File: config.mk
export PLATFORM = sky130hd
export DESIGN_NAME = tune_sequencer
export DESIGN_NICKNAME = d
export VERILOG_FILES = /design/src/rtl/tune_pkg.sv /design/src/rtl/beat_timer.sv /design/src/rtl/tune_sequencer.sv
export SDC_FILE = /design/constraint.sdc
export NUM_CORES = 1
export LEC_CHECK = 0
export BUFFER_PORTS_ARGS = -buffer_cell sky130_fd_sc_hd__buf_2
export CAP_MARGIN = 25
export CORE_UTILIZATION = 65
export CTS_BUF_LIST = sky130_fd_sc_hd__clkbuf_16
export CTS_CLUSTER_SIZE = 16
export DETAILED_ROUTE_END_ITERATION = 6
export HOLD_SLACK_MARGIN = 0.02
export MAX_ROUTING_LAYER = met4
export PLACE_DENSITY = 0.87
export SLEW_MARGIN = 20
export SYNTH_ARGS = -nofsm -noshare
export SYNTH_HDL_FRONTEND = slang
export SYNTH_SLANG_ARGS = --single-unit
File: constraint.sdc
create_clock -name clk -period 5.2 [get_ports clk]
set_clock_uncertainty 0.2 [all_clocks]
set_input_delay 1.04 -clock clk [delete_from_list [all_inputs] [get_ports clk]]
set_output_delay 1.04 -clock clk [all_outputs]
set_load 0.005 [all_outputs]
File: src/rtl/tune_pkg.sv
// Shared types and constants for the tune sequencer: FSM states, song ROM word
// layout and the note divider table used when building song ROMs.
package tune_pkg;

    typedef enum logic [2:0] {
        S_IDLE,
        S_FETCH,
        S_LOAD,
        S_PLAY,
        S_GAP,
        S_PAUSE
    } state_t;

    localparam int TIMER_W    = 28;
    localparam int TONE_DIV_W = 17;

    // rom_data = {dur[3:0], div[TONE_DIV_W-1:0]}
    localparam int DIV_LSB = 0;
    localparam int DIV_MSB = TONE_DIV_W - 1;
    localparam int DUR_LSB = TONE_DIV_W;
    localparam int DUR_MSB = TONE_DIV_W + 3;

    localparam logic [TONE_DIV_W-1:0] REST_DIV = '0;
    localparam logic [3:0]            END_DUR  = 4'd0;

    // Half-period counts at 50 MHz, E4 up to C6
    localparam logic [TONE_DIV_W-1:0] L_3 = 17'd75843;
    localparam logic [TONE_DIV_W-1:0] L_4 = 17'd71586;
    localparam logic [TONE_DIV_W-1:0] L_5 = 17'd63776;
    localparam logic [TONE_DIV_W-1:0] L_6 = 17'd56818;
    localparam logic [TONE_DIV_W-1:0] L_7 = 17'd50619;
    localparam logic [TONE_DIV_W-1:0] M_1 = 17'd47778;
    localparam logic [TONE_DIV_W-1:0] M_2 = 17'd42566;
    localparam logic [TONE_DIV_W-1:0] M_3 = 17'd37922;
    localparam logic [TONE_DIV_W-1:0] M_4 = 17'd35793;
    localparam logic [TONE_DIV_W-1:0] M_5 = 17'd31888;
    localparam logic [TONE_DIV_W-1:0] M_6 = 17'd28409;
    localparam logic [TONE_DIV_W-1:0] M_7 = 17'd25310;
    localparam logic [TONE_DIV_W-1:0] H_1 = 17'd23889;

endpackage

File: src/rtl/beat_timer.sv
// Down-counter shared by the PLAY and GAP phases. The expire pulse is
// registered one count early so it is high during the final counted cycle.
module beat_timer
    import tune_pkg::*;
#(
    parameter int W = TIMER_W
) (
    input  logic         clk,
    input  logic         rst_n,
    input  logic         load,
    input  logic [W-1:0] load_val,
    input  logic         hold,
    output logic         expire
);

    logic [W-1:0] cnt;

    always_ff @(posedge clk or negedge rst_n) begin
        if (!rst_n) begin
            cnt    <= '0;
            expire <= 1'b0;
        end else if (load) begin
            cnt    <= load_val;
            expire <= (load_val == W'(1));
        end else if (!hold) begin
            if (cnt != '0)
                cnt <= cnt - 1'b1;
            expire <= (cnt == W'(2));
        end
    end

endmodule

File: src/rtl/tune_sequencer.sv
// Song ROM sequencer: walks the ROM note by note, drives the tone generator
// divider/enable and times each note in beats with a trailing silent gap.
module tune_sequencer
    import tune_pkg::*;
#(
    parameter int BEAT_CYCLES = 12_000_000,
    parameter int GAP_CYCLES  = 500_000,
    parameter int ADDR_W      = 6,
    parameter int DIV_W       = TONE_DIV_W
) (
    input  logic              clk,
    input  logic              rst_n,
    input  logic              start,
    input  logic              pause,
    input  logic              stop,
    input  logic              loop_en,
    output logic [ADDR_W-1:0] rom_addr,
    input  logic [DIV_W+3:0]  rom_data,
    output logic [DIV_W-1:0]  tone_div,
    output logic              tone_en,
    output logic              busy,
    output logic              done
);

    localparam logic [TIMER_W-1:0] GAP_LEN = TIMER_W'(GAP_CYCLES);

    state_t state, state_nxt, saved, saved_nxt;
    logic   pend, pend_nxt, end_song;
    logic   [ADDR_W-1:0]  addr_nxt;
    logic   [DIV_W-1:0]   div_nxt;
    logic   tone_en_nxt, done_nxt;
    logic   tmr_load, tmr_expire;
    logic   [TIMER_W-1:0] tmr_val, play_len;
    logic   [3:0]         rom_dur;
    logic   [DIV_W-1:0]   rom_div;

    assign rom_dur  = rom_data[DUR_MSB:DUR_LSB];
    assign rom_div  = rom_data[DIV_MSB:DIV_LSB];
    // 28-bit product: 15 beats of 12e6 cycles still fits
    assign play_len = TIMER_W'(rom_dur) * TIMER_W'(BEAT_CYCLES) - GAP_LEN;

    beat_timer #(.W(TIMER_W)) u_timer (
        .clk      (clk),
        .rst_n    (rst_n),
        .load     (tmr_load),
        .load_val (tmr_val),
        .hold     (state == S_PAUSE),
        .expire   (tmr_expire)
    );

    always_ff @(posedge clk or negedge rst_n) begin
        if (!rst_n) begin
            state    <= S_IDLE;
            saved    <= S_PLAY;
            pend     <= 1'b0;
            rom_addr <= '0;
            tone_div <= '0;
            tone_en  <= 1'b0;
            busy     <= 1'b0;
            done     <= 1'b0;
        end else begin
            state    <= state_nxt;
            saved    <= saved_nxt;
            pend     <= pend_nxt;
            rom_addr <= addr_nxt;
            tone_div <= div_nxt;
            tone_en  <= tone_en_nxt;
            busy     <= (state_nxt != S_IDLE);
            done     <= done_nxt;
        end
    end

    always_comb begin
        state_nxt = state;
        saved_nxt = saved;
        pend_nxt  = pend;
        end_song  = 1'b0;
        if (stop) begin
            state_nxt = S_IDLE;
            pend_nxt  = 1'b0;
        end else begin
            case (state)
                S_IDLE:  if (start) state_nxt = S_FETCH;
                S_FETCH: begin
                    state_nxt = S_LOAD;
                    if (pause) pend_nxt = 1'b1;
                end
                S_LOAD: begin
                    if (rom_dur == END_DUR) begin
                        end_song  = 1'b1;
                        state_nxt = loop_en ? S_FETCH : S_IDLE;
                        pend_nxt  = loop_en & (pend | pause);
                    end else if (pend || pause) begin
                        state_nxt = S_PAUSE;
                        saved_nxt = S_PLAY;
                        pend_nxt  = 1'b0;
                    end else begin
                        state_nxt = S_PLAY;
                    end
                end
                S_PLAY: begin
                    if (tmr_expire) begin
                        state_nxt = S_GAP;
                    end else if (pause) begin
                        state_nxt = S_PAUSE;
                        saved_nxt = S_PLAY;
                    end
                end
                S_GAP: begin
                    if (tmr_expire) begin
                        if (&rom_addr) begin
                            end_song  = 1'b1;
                            state_nxt = loop_en ? S_FETCH : S_IDLE;
                        end else begin
                            state_nxt = S_FETCH;
                        end
                    end else if (pause) begin
                        state_nxt = S_PAUSE;
                        saved_nxt = S_GAP;
                    end
                end
                S_PAUSE: if (pause) state_nxt = saved;
                default: state_nxt = S_IDLE;
            endcase
        end
    end

    always_comb begin
        addr_nxt = rom_addr;
        div_nxt  = tone_div;
        tmr_load = 1'b0;
        tmr_val  = play_len;
        if (state == S_LOAD && !end_song && !stop) begin
            div_nxt  = rom_div;
            tmr_load = 1'b1;
        end
        if (state == S_PLAY && state_nxt == S_GAP) begin
            tmr_load = 1'b1;
            tmr_val  = GAP_LEN;
        end
        if (state_nxt == S_IDLE || end_song || state == S_IDLE)
            addr_nxt = '0;
        else if (state == S_GAP && state_nxt == S_FETCH)
            addr_nxt = rom_addr + 1'b1;
        tone_en_nxt = (state_nxt == S_PLAY) && (div_nxt != REST_DIV);
        done_nxt    = end_song && !loop_en;
    end

endmodule

==> summary.md, run 1 <==
| Metric | Value |
|---|---|
| Root Driver | `clkbuf_16` |
| Post-layout net count | `690` |
| Drc violations | `0` |
| Synthesized area per cell | `8.36 sq um` |
| Die X | `between 80 and 90 microns` |
| Vias per cell | `6.52` |
| Commonest non-fill, non-tap cell in the layout | `nand2_1` |
| Met2 wire len | `6110 microns` |
| Clk_lat worst skew | `0.33 ns` |
| Worst vdd ir | `268 uV` |
| Top FF cell, synth | `dfrtp_1` |
| RSZ-0062 raised after global routing | `no` |
| Initial Util | `67.2%` |
| Largest net degree at the start of global routing | `62` |
| Total grt overflow | `0` |
| Commonest non-fill, non-tap cells in the layout | `nand2_1, dfrtp_1, nor2_1` |
| Core ar. | `7210 sq um` |
| FFs w/ async S/R, synth | `100%` |
| Synth warn | `0` |
| Worst setup EP type | `register` |
| Critical R2R Launch | `state[2]$_DFF_PN0_` |
| Vias | `4765` |
| DP Cell Count | `715` |
| Crit path time final | `4.80 ns` |
| DR iter-0 viols | `just over 400` |
| Post-synth EDFFs | `0` |
| CP required | `5.20 ns` |
| Post-route insts no fill | `731` |
| IO Pins | `53` |
| Clk pin slew, worst setup/hold paths | `about 0.050 ns` |
| Worst hold path type | `reg -> reg` |
| IO buf count | `52` |
| Clk buf depth | `2` |
| Finished Core Util | `76.0%` |
| FF+latch count, synth | `61` |
| Top Layer Used | `met4` |
| Sequential-to-total area share from yosys stat | `around a third` |
| Final worst path period share | `about 92%` |
| First-pass GRT wire length | `about 21000 microns` |
| Post-CTS Setup Bufs | `0` |
| Antenna viol nets, final | `0` |
| Worst r2r path cells | `8` |
| H-tree levels | `3` |
| Post-Syn Area | `4850 sq um` |
| Post-Synthesis Net Count | `643` |
| Initial DRT Pass Iterations | `5` |
| CTS tree | `done` |
| Initial antenna violation count | `0` |
| CTS hold repair buffers | `0` |
| Rows | `31` |
| Worst Setup EP | `u_timer.cnt[20]$_DFFE_PN0P_` |
| Worst Setup SP | `rom_data[19]` |
| Run status | `finished, final reports clean` |
| Crit path max fanout | `7` |
| Number of global-route vias before repair | `4399` |
| Synth cell types | `72` |
| Antenna cell count | `0` |
| Worst-Margin Slew | `around 0.75 ns` |
| Met1 WL | `5430 microns` |
| P&R area growth vs syn | `13.0%` |
| Critical R2R Capture | `rom_addr[5]$_DFFE_PN0P_` |
| Pwr dens | `433 nW/um^2` |
| CP arrival | `4.80 ns` |
| Final Hold Viols | `0` |
| Post-DP HPWL | `a little over 9000 microns` |
| CTS resizes | `0` |
| Num CTS Buffers | `9` |
| Critical Path Source Type | `input port` |
| Leak | `2.47 nW` |
| Max-cap violations | `0` |
| CTS sink count | `61` |
| Routability cong. | `0.941` |
| Cells after Synth | `580` |
| Maximum clock rate | `approximately 210 MHz` |
| Final wirelength | `12800 microns` |
| WHS | `about 0.3 ns` |
| Max Transition Viols Final | `0` |
| Full die area | `7810 sq um` |
| Setup CP Type | `in -> reg` |
| Die Ht | `88.4 microns` |
| Relative slew slack | `slightly below 50%` |
| Final setup fails | `0` |
| Post-DR wirelength/cell | `~18 microns` |
| All-Layer GR Usage | `35.4%` |
| R2R Setup Slk | `roughly 1.8 ns` |
| Layout cell share with drive strength beyond 1 | `15.3%` |
| WL met3 | `796 microns` |
| Total Neg Setup Slack | `0 ns` |
==> worst max-delay path: stages <==
cell and delay, ns:
buf_2 0.17, inv_1 0.10, ha_1 0.34, xor2_1 0.18
ha_1 0.18, or2_2 0.31, ha_1 0.38, a311o_1 0.39
a21o_1 0.21, a211oi_1 0.38, o2111ai_1 0.30, o21ai_0 0.26
xnor2_1 0.13, a211oi_1 0.33, a211oi_1 0.09
==> sequential cells by signal, summed over array words and instances (netlist names) <==
signal and cells:
state 3, u_timer.expire 1, rom_addr 6, tone_en 1
saved 2, done 1, tone_div 17, u_timer.cnt 28
pend 1, busy 1
==> cell type report <==
class	instances	area (sq um)
repair buffers	59	313
clock inverters	7	67.6
clock buffers	9	225
flip-flops and latches	61	1530
fillers	550	1730
multi-input cells	476	3150
well taps	99	124
inverters	20	75.1
==> metal layers <==
layer / global-route usage [%] / vias to the layer above
li1: - / 2218
met1: 43.4 / 2237
met2: 57.5 / 264
met3: 5.50 / 46
met4: 16.3 / 0
met5: - / -
==> synth_stat cells, types with 4 or more instances <==
cell type,count,share of area [%]
o22ai_1,7,0.90
or2_2,5,0.64
nand3_1,10,1.0
or4_1,4,0.62
a31oi_1,6,0.77
a21o_1,9,1.4
a211oi_1,9,1.4
or3_1,7,0.90
buf_2,5,0.52
nor4_1,17,2.2
nor2_1,56,4.3
xor2_1,23,4.2
dfrtp_1,60,31
nor3_1,15,1.5
o2111ai_1,4,0.72
nand4_1,12,1.5
nor2b_1,7,0.90
nor3b_1,6,0.93
ha_1,33,8.5
xnor2_1,26,4.7
o21ai_0,27,2.8
o211ai_1,6,0.93
clkbuf_1,15,1.2
inv_1,20,1.5
and3_1,5,0.64
nand2_1,76,5.9
a21oi_1,36,3.7
==> stage by stage <==
stage,power (mW),area (sq um),setup WS [ns]
after floorplan,1.47,4850,0.717
final,2.38,5480,0.401
after global routing,2.52,5480,0.116
after CTS,2.36,5480,0.430
after detailed placement,1.76,5190,0.108
after global placement,1.71,5190,0.237
==> power by group <==
part | switching (mW) | internal [mW] | total [mW]
registers | 0.182 | 0.657 | 0.839
clock network | 0.217 | 0.368 | 0.584
logic | 0.538 | 0.414 | 0.952
total | 0.937 | 1.44 | 2.38
==> worst min path at each step <==
stage                                 from                           to  slack (ns)  cells past startpoint
2_1_floorplan  u_timer.cnt[15]$_DFFE_PN0P_  u_timer.cnt[15]$_DFFE_PN0P_        0.27                      1
3_3_place_gp        tone_div[12]$_DFF_PN0_       tone_div[12]$_DFF_PN0_        0.27                      2
3_5_place_dp        tone_div[13]$_DFF_PN0_       tone_div[13]$_DFF_PN0_        0.29                      2
4_1_cts             tone_div[13]$_DFF_PN0_       tone_div[13]$_DFF_PN0_        0.30                      2
5_1_grt              tone_div[7]$_DFF_PN0_        tone_div[7]$_DFF_PN0_        0.33                      2
6_report            tone_div[13]$_DFF_PN0_       tone_div[13]$_DFF_PN0_        0.30                      2
==> cells by family after synthesis <==
logic type      after synthesis  share of synthesized area [%]
simple gates                240                           24.6
compound gates              147                           20.8
flops                        61                           31.5
xor+xnor                     49                           8.85
buf+inv                      43                           3.61
fa+ha+maj                    36                           9.75
mux                           4                          0.877
No activity file was read; power rests on OpenSTA's default activity.
==> run 2, diff against run 1 <==
- SYNTH_HIERARCHICAL: not set -> 1
==> summary.md, run 2 <==
| Metric | Value |
|---|---|
| Maximum clock rate | `201 MHz (-3.8%)` |
| Clk pin slew, worst setup/hold paths | `0.06 ns (about the same)` |
| Largest register FFs | `28 (unchanged)` |
| Root Driver | `clkbuf_16` |
| Min-delay src | `u_timer/cnt[15]$_DFFE_PN0P_` |
| IO buf count | `52 (unchanged)` |
| Vias | `5314 (+12%)` |
| Critical R2R Launch | `state[0]$_DFF_PN0_` |
| RSZ-0062 raised after global routing | `no` |
| Total grt overflow | `0 (unchanged)` |
| Final wirelength | `14400 microns (+13%)` |
| CP Cell Sequence | `buf_2 > inv_1 > ha_1 > inv_1 > fa_1 > inv_1 > ha_1 > nand3_1 > and2_1 > a311oi_1 > o311ai_0 > a31o_2 > or3_1 > or4_1 > nand2_1 > nor2_1 > nor2_1 > and3_1` |
| Initial DRT Pass Iterations | `6 (+1)` |
| Number of global-route vias before repair | `4911 (+12%)` |
| FF+latch count, synth | `61 (unchanged)` |
| Max Transition Viols Final | `0 (unchanged)` |
| Full die area | `8540 sq um (+9.4%)` |
| P&R area growth vs syn | `14.3%` |
| Cells after Synth | `612 (+5.5%)` |
| Synthesized area per cell | `8.68 sq um (+3.9%)` |
| Post-synth EDFFs | `0 (unchanged)` |
| Rows | `32 (+3.2%)` |
| Synth top area share | `28.2% (-2.7 points)` |
| CTS tree | `done` |
| Leak | `2.55 nW (+3.0%)` |
| Worst Setup SP | `rom_data[20]` |
| Final Hold Viols | `0 (unchanged)` |
| CTS sink count | `61 (unchanged)` |
| Die Ht | `92.4 microns (+4.6%)` |
| Top flop regs | `u_timer/cnt x28, tone_div x17, rom_addr x6` |
| Antenna cell count | `0 (unchanged)` |
| Post-DR wirelength/cell | `18.4 microns (+5.1%)` |
| Largest area contributor in the netlist | `dfrtp_1` |
| CP arrival | `5.06 ns (+0.26 ns)` |
| IO Pins | `53 (unchanged)` |
| Worst-Margin Slew | `0.808 ns (+0.0606 ns)` |
| Synth cell types | `80 (+11%)` |
| Commonest non-fill, non-tap cell in the layout | `nor2_1` |
| Post-layout net count | `740 (+7.2%)` |
| Layout cell share with drive strength beyond 1 | `22.5% (+7.1 points)` |
| Post-synth top cells | `nor2_1, dfrtp_1, a21oi_1, ha_1, nand2_1` |
| Largest Register | `u_timer/cnt` |
| First-pass GRT wire length | `23400 microns (+13%)` |
| Dpl cell area | `5740 sq um (+11%)` |
| Drc violations | `0 (unchanged)` |
| Total Neg Setup Slack | `0 ns (unchanged)` |
| Final setup fails | `0 (unchanged)` |
| Worst setup EP type | `register` |
| Num CTS Buffers | `9 (unchanged)` |
| Pwr dens | `437 nW/um^2 (+0.74%)` |
| Clk buf depth | `2 (unchanged)` |
| Crit path largest cell delay | `0.51 ns (+0.12 ns)` |
| Final worst path period share | `95.9% (+3.6 points)` |
| Core ar. | `7810 sq um (+8.2%)` |
| Antenna viol nets, final | `0 (unchanged)` |
| Synth warn | `6 (+6)` |
| Top FF cell, synth | `dfrtp_1` |
| Most common cell on crit path | `inv_1` |
| Initial antenna violation count | `0 (unchanged)` |
| Initial Util | `68.1% (+0.86 points)` |
| Crit path time final | `4.99 ns (+0.187 ns)` |
| Vias per cell | `6.79 (+4.1%)` |
| Relative slew slack | `45.6% (-3.7 points)` |
| Max-cap violations | `0 (unchanged)` |
| Die X | `92.4 microns (+4.6%)` |
| CP max-delay cell | `fa_1` |
| Post-Syn Area | `5320 sq um (+9.6%)` |
| Run status | `finished, final reports clean` |
| Largest net degree at the start of global routing | `62 (unchanged)` |
| FFs w/ async S/R, synth | `100% (unchanged)` |
| Clk_lat worst skew | `0.34 ns (about the same)` |
| Critical Path Source Type | `input port` |
| CTS hold repair buffers | `0 (unchanged)` |
| Worst vdd ir | `199 uV (-26%)` |
| Worst hold path type | `reg -> reg` |
| Routability cong. | `0.952 (+1.2%)` |
| Commonest non-fill, non-tap cells in the layout | `nor2_1, dfrtp_1, buf_2` |
| Post-DP HPWL | `10300 microns (+12%)` |
| Sequential-to-total area share from yosys stat | `28.7% (-2.8 points)` |
| Synth top area cells | `dfrtp_1, ha_1, nor2_1, mux2_2, a21oi_1` |
| Post-CTS Setup Bufs | `0 (unchanged)` |
| CP required | `5.28 ns (+0.08 ns)` |
| Setup CP Type | `in -> reg` |
| DR iter-0 viols | `534 (+30%)` |
| All-Layer GR Usage | `35.7% (+0.27 points)` |
| Crit path max fanout | `5 (-2)` |
| Design area | `6070 sq um (+11%)` |
| H-tree levels | `3 (unchanged)` |
| Most frequent cell after synthesis | `nor2_1` |
-- run 2: through the flow --
step	total power, mW	hold slack, ns	worst slack (ns)	std cells	util [%]
final	2.65	0.314	0.214	783	77.8
after CTS	2.62	0.316	0.301	783	77.6
after global placement	1.89	0.268	0.0939	767	73.5
after detailed placement	1.95	0.298	-0.0300	767	73.5
after floorplan	1.60	0.249	0.331	622	-
after global routing	2.80	0.348	0.0387	783	77.8
-- run 2: power by group --
group / leakage, nW / switching, mW / internal, mW
registers: 0.743 / 0.187 / 0.664
clock network: 0.152 / 0.226 / 0.421
logic: 1.65 / 0.640 / 0.514
-- run 2: critical path: cells and delay by family --
kind | cells | cell delay, ns
fa+ha+maj | 3 | 1.21
compound gates | 3 | 0.88
simple gates | 8 | 1.62
buf+inv | 4 | 0.33
-- run 2: layer usage --
layer  track usage (%)  vias to the layer above  wire (microns)
li1                  -                     2416               -
met1              44.9                     2482            5770
met2              57.4                      337            6820
met3              5.50                       79            1220
met4              15.0                        0             601
met5                 -                        -               0
-- run 2: cell type report --
type / instances / area, sq um
clock buffer: 9 / 225
clock inverter: 7 / 97.6
fill: 534 / 1730
inverter: 20 / 75.1
multi-input combinational: 510 / 3590
sequential: 61 / 1530
tap: 102 / 128
timing repair buffer: 74 / 425
-- run 2: kinds of logic (layout without fill, tap and decap cells) --
group | Yosys count | count (layout) | share of synthesized area (%)
buf+inv | 51 | 110 | 4.54
simple gates | 261 | 261 | 28.1
xor+xnor | 33 | 33 | 5.44
fa+ha+maj | 37 | 37 | 9.13
compound gates | 144 | 144 | 19.1
other cells | 2 | 12 | 0.141
mux | 23 | 23 | 4.78
flops | 61 | 61 | 28.7
-- run 2: timing repair --
item	4_1_cts	5_1_grt
endpoints found under the setup margin	0	1
resized for setup	0	2
endpoints found under the hold margin	0	0
-- run 2: path summary, 6_finish.rpt --
check | to | cells past startpoint | slack (ns)
max in group asynchronous | tone_div[4]$_DFF_PN0_ | 2 | 3.63
max reg2reg | u_timer/cnt[16]$_DFFE_PN0P_ | 12 | 0.96
min reg2reg | u_timer/cnt[15]$_DFFE_PN0P_ | 1 | 0.31
min in group asynchronous | saved[2]$_DFFE_PN0P_ | 2 | 0.64
max | u_timer/cnt[24]$_DFFE_PN0P_ | 18 | 0.21
min | u_timer/cnt[15]$_DFFE_PN0P_ | 1 | 0.31
==> run 3, diff against run 2 <==
- CORE_ASPECT_RATIO: not set -> 0.75
==> summary.md, run 3 (synthesis gave the netlist of run 2 again) <==
| Metric | Value |
|---|---|
| First-pass GRT wire length | `24100 microns (+2.9%)` |
| Worst slack, placed | `-0.0600 ns (-0.0300 ns)` |
| Max-cap violations | `0 (unchanged)` |
| Clk buf depth | `2 (unchanged)` |
| Antenna viol nets, final | `0 (unchanged)` |
| Critical Path Source Type | `input port` |
| Largest register FFs | `28 (unchanged)` |
| Post-CTS Setup Bufs | `0 (unchanged)` |
| CP arrival | `4.99 ns (-0.07 ns)` |
| CP max-delay cell | `fa_1` |
| DR iter-0 viols | `746 (+40%)` |
| Total grt overflow | `0 (unchanged)` |
| All-Layer GR Usage | `37.3% (+1.7 points)` |
| CTS hold repair buffers | `0 (unchanged)` |
| Initial Util | `67.1% (-0.95 points)` |
| Clk_lat worst skew | `0.33 ns (about the same)` |
| Die Ht | `80.3 microns (-13%)` |
| Final wirelength | `15200 microns (+5.2%)` |
| Rows | `28 (-13%)` |
| Min-delay src | `saved[2]$_DFFE_PN0P_` |
| Post-layout net count | `740 (unchanged)` |
| Clk pin slew, worst setup/hold paths | `0.06 ns (about the same)` |
| Number of global-route vias before repair | `4880 (-0.63%)` |
| IO buf count | `52 (unchanged)` |
| IO Pins | `53 (unchanged)` |
| Initial DRT Pass Iterations | `6 (unchanged)` |
| Vias per cell | `6.70 (-1.2%)` |
| Final worst path period share | `95.9% (about the same)` |
| Commonest non-fill, non-tap cell in the layout | `nor2_1` |
| Layout cell share with drive strength beyond 1 | `22.2% (-0.29 points)` |
| Root Driver | `clkbuf_16` |
| Drc violations | `0 (unchanged)` |
| Worst vdd ir | `287 uV (+45%)` |
| Die X | `106 microns (+15%)` |
| Leak | `2.54 nW (-0.19%)` |
| Post-DP HPWL | `10600 microns (+3.6%)` |
| Commonest non-fill, non-tap cells in the layout | `nor2_1, dfrtp_1, buf_2` |
| Largest net degree at the start of global routing | `62 (unchanged)` |
| Final Hold Viols | `0 (unchanged)` |
| Vias | `5269 (-0.85%)` |
| CP required | `5.20 ns (-0.08 ns)` |
| Total power | `2.67 mW (+0.77%)` |
| Worst Setup SP | `rom_data[20]` |
| Setup CP Type | `in -> reg` |
| Post-route insts no fill | `786 (+0.38%)` |
| Final setup fails | `0 (unchanged)` |
| Most common cell on crit path | `inv_1` |
| Antenna cell count | `0 (unchanged)` |
| Total Neg Setup Slack | `0 ns (unchanged)` |
| CTS sink count | `61 (unchanged)` |
| Largest delay share family, worst path | `compound AO/OA/AOI/OAI gates` |
| Slack of the critical path | `0.211 ns (-0.00279 ns)` |
| Dpl cell area | `5740 sq um (about the same)` |
| Run status | `finished, final reports clean` |
| Buf/Inv on CP | `4 (unchanged)` |
| Crit path largest cell delay | `0.52 ns (about the same)` |
| Max Transition Viols Final | `0 (unchanged)` |
| CTS tree | `done` |
| RSZ-0062 raised after global routing | `no` |
| Initial antenna violation count | `0 (unchanged)` |
| Routability cong. | `1.03 (+8.2%)` |
| Maximum clock rate | `200 MHz (about the same)` |
| Full die area | `8550 sq um (about the same)` |
| Top flop regs | `u_timer/cnt x28, tone_div x17, rom_addr x6` |
| Pwr dens | `441 nW/um^2 (+0.90%)` |
| Finished Core Util | `76.6% (-1.2 points)` |
| Crit path max fanout | `7 (+2)` |
| Worst hold path type | `reg -> reg` |
| Critical R2R Launch | `state[0]$_DFF_PN0_` |
| Largest Register | `u_timer/cnt` |
| Worst setup EP type | `register` |
| CP Cell Sequence | `buf_2 > inv_1 > ha_1 > inv_1 > fa_1 > inv_1 > ha_1 > a21oi_1 > nand2_1 > a211oi_1 > o21ai_0 > xor2_1 > or3_4 > o311ai_0 > o41ai_1 > nor2_1 > a211oi_2` |
| Crit path time final | `4.99 ns (+0.00279 ns)` |
| Design area | `6070 sq um (-0.12%)` |
| H-tree levels | `3 (unchanged)` |
| Post-DR wirelength/cell | `19.3 microns (+4.8%)` |
| Relative slew slack | `27.6% (-18 points)` |
| Worst-Margin Slew | `1.08 ns (+0.267 ns)` |
| Num CTS Buffers | `9 (unchanged)` |
| DP Cell Count | `770 (+0.39%)` |
| WHS | `0.279 ns (-0.0345 ns)` |
| R2R Setup Slk | `0.99 ns (+0.03 ns)` |
| P&R area growth vs syn | `14.1%` |
| Core ar. | `7920 sq um (+1.4%)` |
==> run 3: cell counts in the layout (fill, tap and decap cells not counted) <==
Identical to the previous run, type by type.
==> run 3: cell type report <==
cell class	count	area, sq um
tap	105	131
clock buffer	9	225
inverter	20	75.1
multi-input combinational	510	3580
fill	513	1850
sequential	61	1530
clock inverter	7	97.6
timing repair buffer	74	425
==> run 3: worst register-to-register path, delay by kind of cell, from the launching register on <==
kind	cells	cell delay, ns
compound gates	2	0.59
buf+inv	2	0.50
flops	1	0.57
simple gates	7	2.23
==> run 3: final timing paths <==
kind,endpoint,depth (start not counted)
min,saved[2]$_DFFE_PN0P_,2
max in group asynchronous,u_timer/cnt[14]$_DFFE_PN0P_,2
min in group asynchronous,rom_addr[4]$_DFFE_PN0P_,2
max,u_timer/cnt[27]$_DFFE_PN0P_,17
max reg2reg,u_timer/cnt[22]$_DFFE_PN0P_,11
min reg2reg,saved[2]$_DFFE_PN0P_,2
==> run 3: power by group <==
| part | internal [mW] | leakage (nW) | switching, mW |
|---|---|---|---|
| clock network | 0.421 | 0.152 | 0.231 |
| registers | 0.664 | 0.743 | 0.187 |
| logic | 0.513 | 1.65 | 0.657 |
| total | 1.60 | 2.54 | 1.07 |
==> run 3: metal layers <==
metal	wire, microns	global-route usage [%]	part of all wire, %	up-vias
met5	0	-	0	-
met4	568	15.1	3.7	0
met3	1570	8.77	10	76
met2	6790	57.4	45	363
met1	6230	47.8	41	2421
li1	-	-	-	2409
==> run 3: what timing repair did <==
item                                    CTS  global route
endpoints found under the setup margin    0             4
resized for setup                         0             2
endpoints found under the hold margin     0             0
